===== src/rtl/ps2_pkg.sv =====
// Shared types and constants for the PS/2 host-to-device transmitter.
// Frame layout, shifted out LSB first: {stop, parity, data[7:0]}.
package ps2_pkg;

    typedef enum logic [2:0] {
        IDLE    = 3'd0,
        INHIBIT = 3'd1,
        START   = 3'd2,
        SHIFT   = 3'd3,
        ACK     = 3'd4,
        RELEASE = 3'd5,
        DONE    = 3'd6
    } ps2_state_t;

    localparam logic [1:0] ERR_OK      = 2'b00;
    localparam logic [1:0] ERR_NOACK   = 2'b01;
    localparam logic [1:0] ERR_TIMEOUT = 2'b10;

    localparam int FRAME_BITS = 10;

    // PS/2 uses odd parity over the eight data bits
    function automatic logic odd_parity(input logic [7:0] data);
        return ~^data;
    endfunction

    function automatic logic [FRAME_BITS-1:0] build_frame(input logic [7:0] data);
        return {1'b1, odd_parity(data), data};
    endfunction

endpackage


===== src/rtl/ps2_line_filter.sv =====
// Conditions one raw PS/2 pin: 2-FF synchronizer, FILT_LEN-sample glitch
// filter, and a one-cycle pulse when the filtered level falls.
module ps2_line_filter #(
    parameter int FILT_LEN = 8
) (
    input  logic clk,
    input  logic rst,
    input  logic raw,
    output logic level,
    output logic fall
);

    localparam int CW = $clog2(FILT_LEN + 1);
    localparam logic [CW-1:0] CNT_LAST = CW'(FILT_LEN - 1);

    logic          sync1_r;
    logic          sync2_r;
    logic          level_r;
    logic          fall_r;
    logic [CW-1:0] cnt_r;
    logic          flip_s;

    // a new level is accepted on the FILT_LEN-th consecutive differing sample
    assign flip_s = (sync2_r != level_r) && (cnt_r == CNT_LAST);

    // metastability synchronizer; idle bus level is high
    always_ff @(posedge clk) begin
        if (!rst) begin
            sync1_r <= 1'b1;
            sync2_r <= 1'b1;
        end else begin
            sync1_r <= raw;
            sync2_r <= sync1_r;
        end
    end

    // glitch filter and falling-edge pulse
    always_ff @(posedge clk) begin
        if (!rst) begin
            level_r <= 1'b1;
            cnt_r   <= '0;
            fall_r  <= 1'b0;
        end else begin
            fall_r <= flip_s & level_r;
            if (sync2_r == level_r) begin
                cnt_r <= '0;
            end else if (flip_s) begin
                level_r <= sync2_r;
                cnt_r   <= '0;
            end else begin
                cnt_r <= cnt_r + CW'(1);
            end
        end
    end

    assign level = level_r;
    assign fall  = fall_r;

endmodule


===== src/rtl/ps2_host_tx.sv =====
// PS/2 host-to-device command transmitter. Drives PS2C/PS2D open-drain
// through output-enables and reports the frame outcome on done/err.
module ps2_host_tx
    import ps2_pkg::*;
#(
    parameter int INHIBIT_CYCLES = 5000,
    parameter int TIMEOUT_CYCLES = 750000,
    parameter int FILT_LEN       = 8
) (
    input  logic       clk,
    input  logic       rst,
    input  logic       ps2c_in,
    input  logic       ps2d_in,
    input  logic       wr,
    input  logic [7:0] din,
    output logic       ps2c_oe,
    output logic       ps2d_oe,
    output logic       busy,
    output logic       done,
    output logic [1:0] err
);

    localparam int INH_W = $clog2(INHIBIT_CYCLES + 1);
    localparam int TO_W  = $clog2(TIMEOUT_CYCLES + 1);

    localparam logic [INH_W-1:0] INH_LAST = INH_W'(INHIBIT_CYCLES - 1);
    localparam logic [INH_W-1:0] INH_PRE  = INH_W'(INHIBIT_CYCLES - 2);
    localparam logic [TO_W-1:0]  TO_LAST  = TO_W'(TIMEOUT_CYCLES - 1);
    localparam logic [3:0]       LAST_BIT = 4'(FRAME_BITS - 1);

    ps2_state_t            state_r;
    ps2_state_t            state_nx_s;
    logic [FRAME_BITS-1:0] frame_r;
    logic [FRAME_BITS-1:0] frame_nx_s;
    logic [3:0]            bitcnt_r;
    logic [3:0]            bitcnt_nx_s;
    logic [INH_W-1:0]      inh_cnt_r;
    logic [INH_W-1:0]      inh_nx_s;
    logic [TO_W-1:0]       to_cnt_r;
    logic [TO_W-1:0]       to_nx_s;
    logic [1:0]            err_r;
    logic [1:0]            err_nx_s;
    logic                  c_oe_r;
    logic                  c_oe_nx_s;
    logic                  d_oe_r;
    logic                  d_oe_nx_s;
    logic                  busy_r;
    logic                  done_r;

    logic                  c_level_s;
    logic                  c_fall_s;
    logic                  d_level_s;
    logic                  d_fall_unused_s;
    logic                  timing_s;
    logic                  timeout_s;

    ps2_line_filter #(.FILT_LEN(FILT_LEN)) u_c_filt (
        .clk   (clk),
        .rst   (rst),
        .raw   (ps2c_in),
        .level (c_level_s),
        .fall  (c_fall_s)
    );

    ps2_line_filter #(.FILT_LEN(FILT_LEN)) u_d_filt (
        .clk   (clk),
        .rst   (rst),
        .raw   (ps2d_in),
        .level (d_level_s),
        .fall  (d_fall_unused_s)
    );

    assign timing_s  = (state_r == START) || (state_r == SHIFT) ||
                       (state_r == ACK)   || (state_r == RELEASE);
    assign timeout_s = timing_s && (to_cnt_r == TO_LAST);

    // next-state, frame shifting and line-drive decisions
    always_comb begin
        state_nx_s  = state_r;
        frame_nx_s  = frame_r;
        bitcnt_nx_s = bitcnt_r;
        inh_nx_s    = inh_cnt_r;
        err_nx_s    = err_r;
        c_oe_nx_s   = 1'b0;
        d_oe_nx_s   = d_oe_r;
        if (timeout_s) begin
            // a stalled device overrides any pending result
            state_nx_s = DONE;
            err_nx_s   = ERR_TIMEOUT;
            d_oe_nx_s  = 1'b0;
        end else begin
            case (state_r)
                IDLE: begin
                    d_oe_nx_s = 1'b0;
                    if (wr) begin
                        state_nx_s  = INHIBIT;
                        frame_nx_s  = build_frame(din);
                        bitcnt_nx_s = 4'd0;
                        inh_nx_s    = '0;
                        err_nx_s    = ERR_OK;
                        c_oe_nx_s   = 1'b1;
                    end else begin
                        inh_nx_s = '0;
                    end
                end
                INHIBIT: begin
                    c_oe_nx_s = 1'b1;
                    inh_nx_s  = inh_cnt_r + INH_W'(1);
                    if (inh_cnt_r == INH_LAST) begin
                        state_nx_s = START;
                        c_oe_nx_s  = 1'b0;
                        d_oe_nx_s  = 1'b1;
                    end else if (inh_cnt_r == INH_PRE) begin
                        // data low is asserted one cycle before clock release
                        d_oe_nx_s = 1'b1;
                    end else begin
                        d_oe_nx_s = 1'b0;
                    end
                end
                START: begin
                    if (c_fall_s) begin
                        d_oe_nx_s   = ~frame_r[0];
                        bitcnt_nx_s = 4'd1;
                        state_nx_s  = SHIFT;
                    end else begin
                        d_oe_nx_s = 1'b1;
                    end
                end
                SHIFT: begin
                    if (c_fall_s) begin
                        frame_nx_s  = frame_r >> 1;
                        d_oe_nx_s   = ~frame_r[1];
                        bitcnt_nx_s = bitcnt_r + 4'd1;
                        if (bitcnt_r == LAST_BIT) begin
                            state_nx_s = ACK;
                        end else begin
                            state_nx_s = SHIFT;
                        end
                    end else begin
                        d_oe_nx_s = d_oe_r;
                    end
                end
                ACK: begin
                    d_oe_nx_s = 1'b0;
                    if (c_fall_s) begin
                        err_nx_s   = d_level_s ? ERR_NOACK : err_r;
                        state_nx_s = RELEASE;
                    end else begin
                        state_nx_s = ACK;
                    end
                end
                RELEASE: begin
                    d_oe_nx_s = 1'b0;
                    if (c_level_s && d_level_s) begin
                        state_nx_s = DONE;
                    end else begin
                        state_nx_s = RELEASE;
                    end
                end
                DONE: begin
                    d_oe_nx_s  = 1'b0;
                    state_nx_s = IDLE;
                end
                default: begin
                    d_oe_nx_s  = 1'b0;
                    state_nx_s = IDLE;
                end
            endcase
        end
    end

    // device-activity watchdog: restarts on every fall and every state change
    always_comb begin
        if (timing_s && (state_nx_s == state_r) && !c_fall_s) begin
            to_nx_s = to_cnt_r + TO_W'(1);
        end else begin
            to_nx_s = '0;
        end
    end

    // state and registered outputs
    always_ff @(posedge clk) begin
        if (!rst) begin
            state_r   <= IDLE;
            frame_r   <= '0;
            bitcnt_r  <= 4'd0;
            inh_cnt_r <= '0;
            to_cnt_r  <= '0;
            err_r     <= ERR_OK;
            c_oe_r    <= 1'b0;
            d_oe_r    <= 1'b0;
            busy_r    <= 1'b0;
            done_r    <= 1'b0;
        end else begin
            state_r   <= state_nx_s;
            frame_r   <= frame_nx_s;
            bitcnt_r  <= bitcnt_nx_s;
            inh_cnt_r <= inh_nx_s;
            to_cnt_r  <= to_nx_s;
            err_r     <= err_nx_s;
            c_oe_r    <= c_oe_nx_s;
            d_oe_r    <= d_oe_nx_s;
            busy_r    <= (state_nx_s != IDLE);
            done_r    <= (state_nx_s == DONE);
        end
    end

    assign ps2c_oe = c_oe_r;
    assign ps2d_oe = d_oe_r;
    assign busy    = busy_r;
    assign done    = done_r;
    assign err     = err_r;

endmodule


===== config.mk =====
export PLATFORM = sky130hd
export DESIGN_NAME = ps2_host_tx
export DESIGN_NICKNAME = d
export VERILOG_FILES = /design/src/rtl/ps2_pkg.sv /design/src/rtl/ps2_line_filter.sv /design/src/rtl/ps2_host_tx.sv
export SDC_FILE = /design/constraint.sdc
export NUM_CORES = 1
export LEC_CHECK = 0
export ABC_AREA = 1
export BUFFER_PORTS_ARGS = -buffer_cell sky130_fd_sc_hd__buf_4
export CAP_MARGIN = 10
export CELL_PAD_IN_SITES_DETAIL_PLACEMENT = 0
export CELL_PAD_IN_SITES_GLOBAL_PLACEMENT = 1
export CORE_ASPECT_RATIO = 0.8
export CORE_MARGIN = 10
export CORE_UTILIZATION = 45
export CTS_CLUSTER_SIZE = 28
export DETAILED_ROUTE_END_ITERATION = 10
export PLACE_DENSITY_LB_ADDON = 0.1
export SLEW_MARGIN = 30
export SYNTH_ARGS = -nofsm -noshare
export SYNTH_HDL_FRONTEND = slang
export SYNTH_HIERARCHICAL = 1
export SYNTH_SLANG_ARGS = --single-unit

===== constraint.sdc =====
create_clock -name clk -period 1.99 [get_ports clk]
set_clock_uncertainty 0.05 [all_clocks]
set_input_delay 0.398 -clock clk [delete_from_list [all_inputs] [get_ports clk]]
set_output_delay 0.398 -clock clk [all_outputs]
set_load 0.01 [all_outputs]

==> results.py <==
metrics = {
    "clock_network": {
        "cts_num_sinks": 71,
        "cts_made_buffers": 9,
        "cts_tree": "done",
        "worst_skew_pair.late_latency_ns": 0.36,
        "clk_root_buffer_cell": "sky130_fd_sc_hd__clkbuf_8",
        "max-clock-path-buffers": 2,
        "cts_hold_buffers": 0,
        "cts-htree-levels": 3,
        "cts.reportedPaths.clkPinSlew_ns": 0.08,
    },
    "route": {
        "routed.top_layer": "met4",
        "first_pass_iters": 4,
        "vias_per_cell": 4.64,
        "met1_length_mm": 3.81,
        "dr_total_vias": 2968,
        "remaining_drc_errors": 0,
        "sum_of_met2_wire_segment_lengths_after_detailed_routing_mm": 3.14,
        "post_drt_antenna_nets": 0,
        "routed_wire_length_per_instance_um": 11.5,
        "aggregate_routed_wire_length_mm": 7.33,
        "met3_routed_wirelength_um": 271,
        "drtIter0Drc": 147,
    },
    "global_route": {
        "grt_remaining_overflow": 0,
        "first_global_vias": 2739,
        "number_of_antenna_violations_at_the_first_check_in_global_routing": 0,
        "grt_start_max_net_pins": 19,
        "grt_use_total_pct": 12.5,
        "grt_pass1_wl_mm": 12.6,
    },
    "run": {
        "max_cap_violations": 0,
    },
    "timing": {
        "period_minus_slack_ns": 1.80,
        "maxClockFrequency_mhz": 554,
        "finalHoldViolCount": 0,
        "final.period_utilization_pct": 90.6,
        "setup-tns-final_ns": 0,
        "drv_slew": 0,
        "max_slew_margin_pct": 76.1,
        "setup_slack_ns": 0.187,
        "setup_viol": 0,
        "worstMarginPinSlew_ns": 0.357,
    },
    "floorplanning": {
        "design.core.area_mm2": 0.00795,
        "ios": 19,
        "floorplan.rows": 29,
        "floorplan.die.height_um": 101,
        "starting_density_of_the_core_pct": 46.1,
        "floorplan.die_area_mm2": 0.0122,
        "die_width_um": 121,
    },
    "setup_path": {
        "cp_slowest_stage_delay_ns": 0.46,
        "critical_path_class": "register to register",
        "critical_path.startpoint_type": "register",
        "crit_arrival_ns": 2.05,
        "critical_path.top_delay_family": "simple AND/OR/NAND/NOR gates",
        "cp.buffers_inverters": 3,
        "reg2regPathDepth": 11,
        "critical_path_required_ns": 2.24,
        "path_max_fanout": 11,
        "worst_path_most_repeated_cell": "sky130_fd_sc_hd__nor2_4",
        "critical_path_cell_count": 11,
        "timing.critical_path.to_type": "register",
        "worst_path_max_delay_cell": "sky130_fd_sc_hd__dfxtp_1",
        "timing.critical_path.cells": "inv_2 > nor2_4 > nor2_4 > nor2_4 > nand2_8 > nand3_2 > nand2_2 > inv_2 > nand3_4 > buf_12 > nor2_2",
    },
    "layout": {
        "finalNonFillerCells": 639,
        "diodes": 0,
        "finish.net_count": 546,
        "filler_cell_count": 771,
        "fraction_of_final_layout_cells_sized_beyond_drive_strength_1_pct": 24.3,
        "area.growth.synth_to_final_pct": 16.6,
        "final_core_utilization_pct": 53.8,
    },
    "placed_design": {
        "dpl_worst_slack_ns": 0.0325,
        "portBuffers": 18,
        "placed_cells": 622,
        "placed_wire_length_estimate_mm": 5.50,
        "place.gp.congestion": 0.821,
    },
    "synthesis": {
        "postSynthNetCount": 508,
        "post_synth_instance_area_mm2": 0.00367,
        "syn_inst": 488,
        "synth-warning-count": 6,
        "postSynthAreaPerCell_um2": 7.51,
    },
    "pwr": {
        "irDropWorstVdd_mv": 0.506,
        "power_leakage_nw": 1.71,
        "power.density_cell_area_mw_per_mm2": 693,
    },
    "hold_path": {
        "worst_hold_path_type": "primary input to register",
        "min_path_cells": 2,
    },
    "outcome": {
        "outcome": "complete, no violations",
    },
}
## final cells by class
| type | count | area, um2 | share of cell area [%] |
|---|---|---|---|
| Timing Repair Buffer | 35 | 288 | 6.73 |
| Inverter | 71 | 273 | 6.38 |
| Tap cell | 108 | 135 | 3.16 |
| Sequential cell | 71 | 1420 | 33.3 |
| Multi-Input combinational cell | 338 | 1940 | 45.4 |
| Clock buffer | 11 | 131 | 3.07 |
| Clock inverter | 5 | 82.6 | 1.93 |
## final timing paths
kind	to	from	slack, ns
min	u_c_filt/sync1_r	ps2c_in	0.17
min reg2reg	to_cnt_r[0]	to_cnt_r[0]	0.37
max reg2reg	to_cnt_r[8]	state_r[1]	0.19
max	to_cnt_r[8]	state_r[1]	0.19
## metal layers
metal  track usage, %  vias up
met5                0        -
met4             4.72        0
met3             4.14       11
met2             18.5       32
met1             16.6     1295
li1                 -     1630
## what timing repair did
item | 4_1_cts | 5_1_grt
setup buffers | 0 | 1
gates resized for setup | 0 | 11
setup endpoints to repair | 0 | 30
## stage by stage
stage                     hold WS [ns]  power, mW  instance area [um2]
after floorplan                  0.343       1.66                 3670
after global placement           0.346       1.73                 4020
after detailed placement         0.359       1.73                 4020
after CTS                        0.153       3.00                 4240
after global routing             0.155       3.09                 4280
final                            0.168       2.96                 4280
## layout by cell type (no fill, tap or decap), types with 14 or more instances in the layout
| master | n |
|---|---|
| sky130_fd_sc_hd__nand2_1 | 87 |
| sky130_fd_sc_hd__inv_1 | 60 |
| sky130_fd_sc_hd__nor2_2 | 27 |
| sky130_fd_sc_hd__dfxtp_1 | 69 |
| sky130_fd_sc_hd__a21oi_1 | 27 |
| sky130_fd_sc_hd__nand4_1 | 14 |
| sky130_fd_sc_hd__nand3_1 | 28 |
| sky130_fd_sc_hd__nor2_1 | 43 |
| sky130_fd_sc_hd__buf_4 | 33 |
| sky130_fd_sc_hd__o21ai_0 | 26 |
## worst register-to-register path, stage by stage, from the launching register on
cell,delay (ns)
sky130_fd_sc_hd__dfxtp_1,0.46
sky130_fd_sc_hd__inv_2,0.11
sky130_fd_sc_hd__nor2_4,0.24
sky130_fd_sc_hd__nor2_4,0.08
sky130_fd_sc_hd__nor2_4,0.16
sky130_fd_sc_hd__nand2_8,0.10
sky130_fd_sc_hd__nand3_2,0.09
sky130_fd_sc_hd__nand2_2,0.05
sky130_fd_sc_hd__inv_2,0.06
sky130_fd_sc_hd__nand3_4,0.10
sky130_fd_sc_hd__buf_12,0.17
sky130_fd_sc_hd__nor2_2,0.08
## registers in the layout, summed over array words and instances, names as in the netlist, 2 cells and up
name,flops
err,2
state_r,3
to_cnt_r,20
inh_cnt_r,13
frame_r,10
bitcnt_r,4
u_c_filt/cnt_r,4
u_d_filt/cnt_r,4
## report_power, final
group,internal (mW),switching [mW]
clock,0.708,0.549
combinational,0.0953,0.140
sequential,1.46,0.0141
No activity file was read; power rests on OpenSTA's default activity.
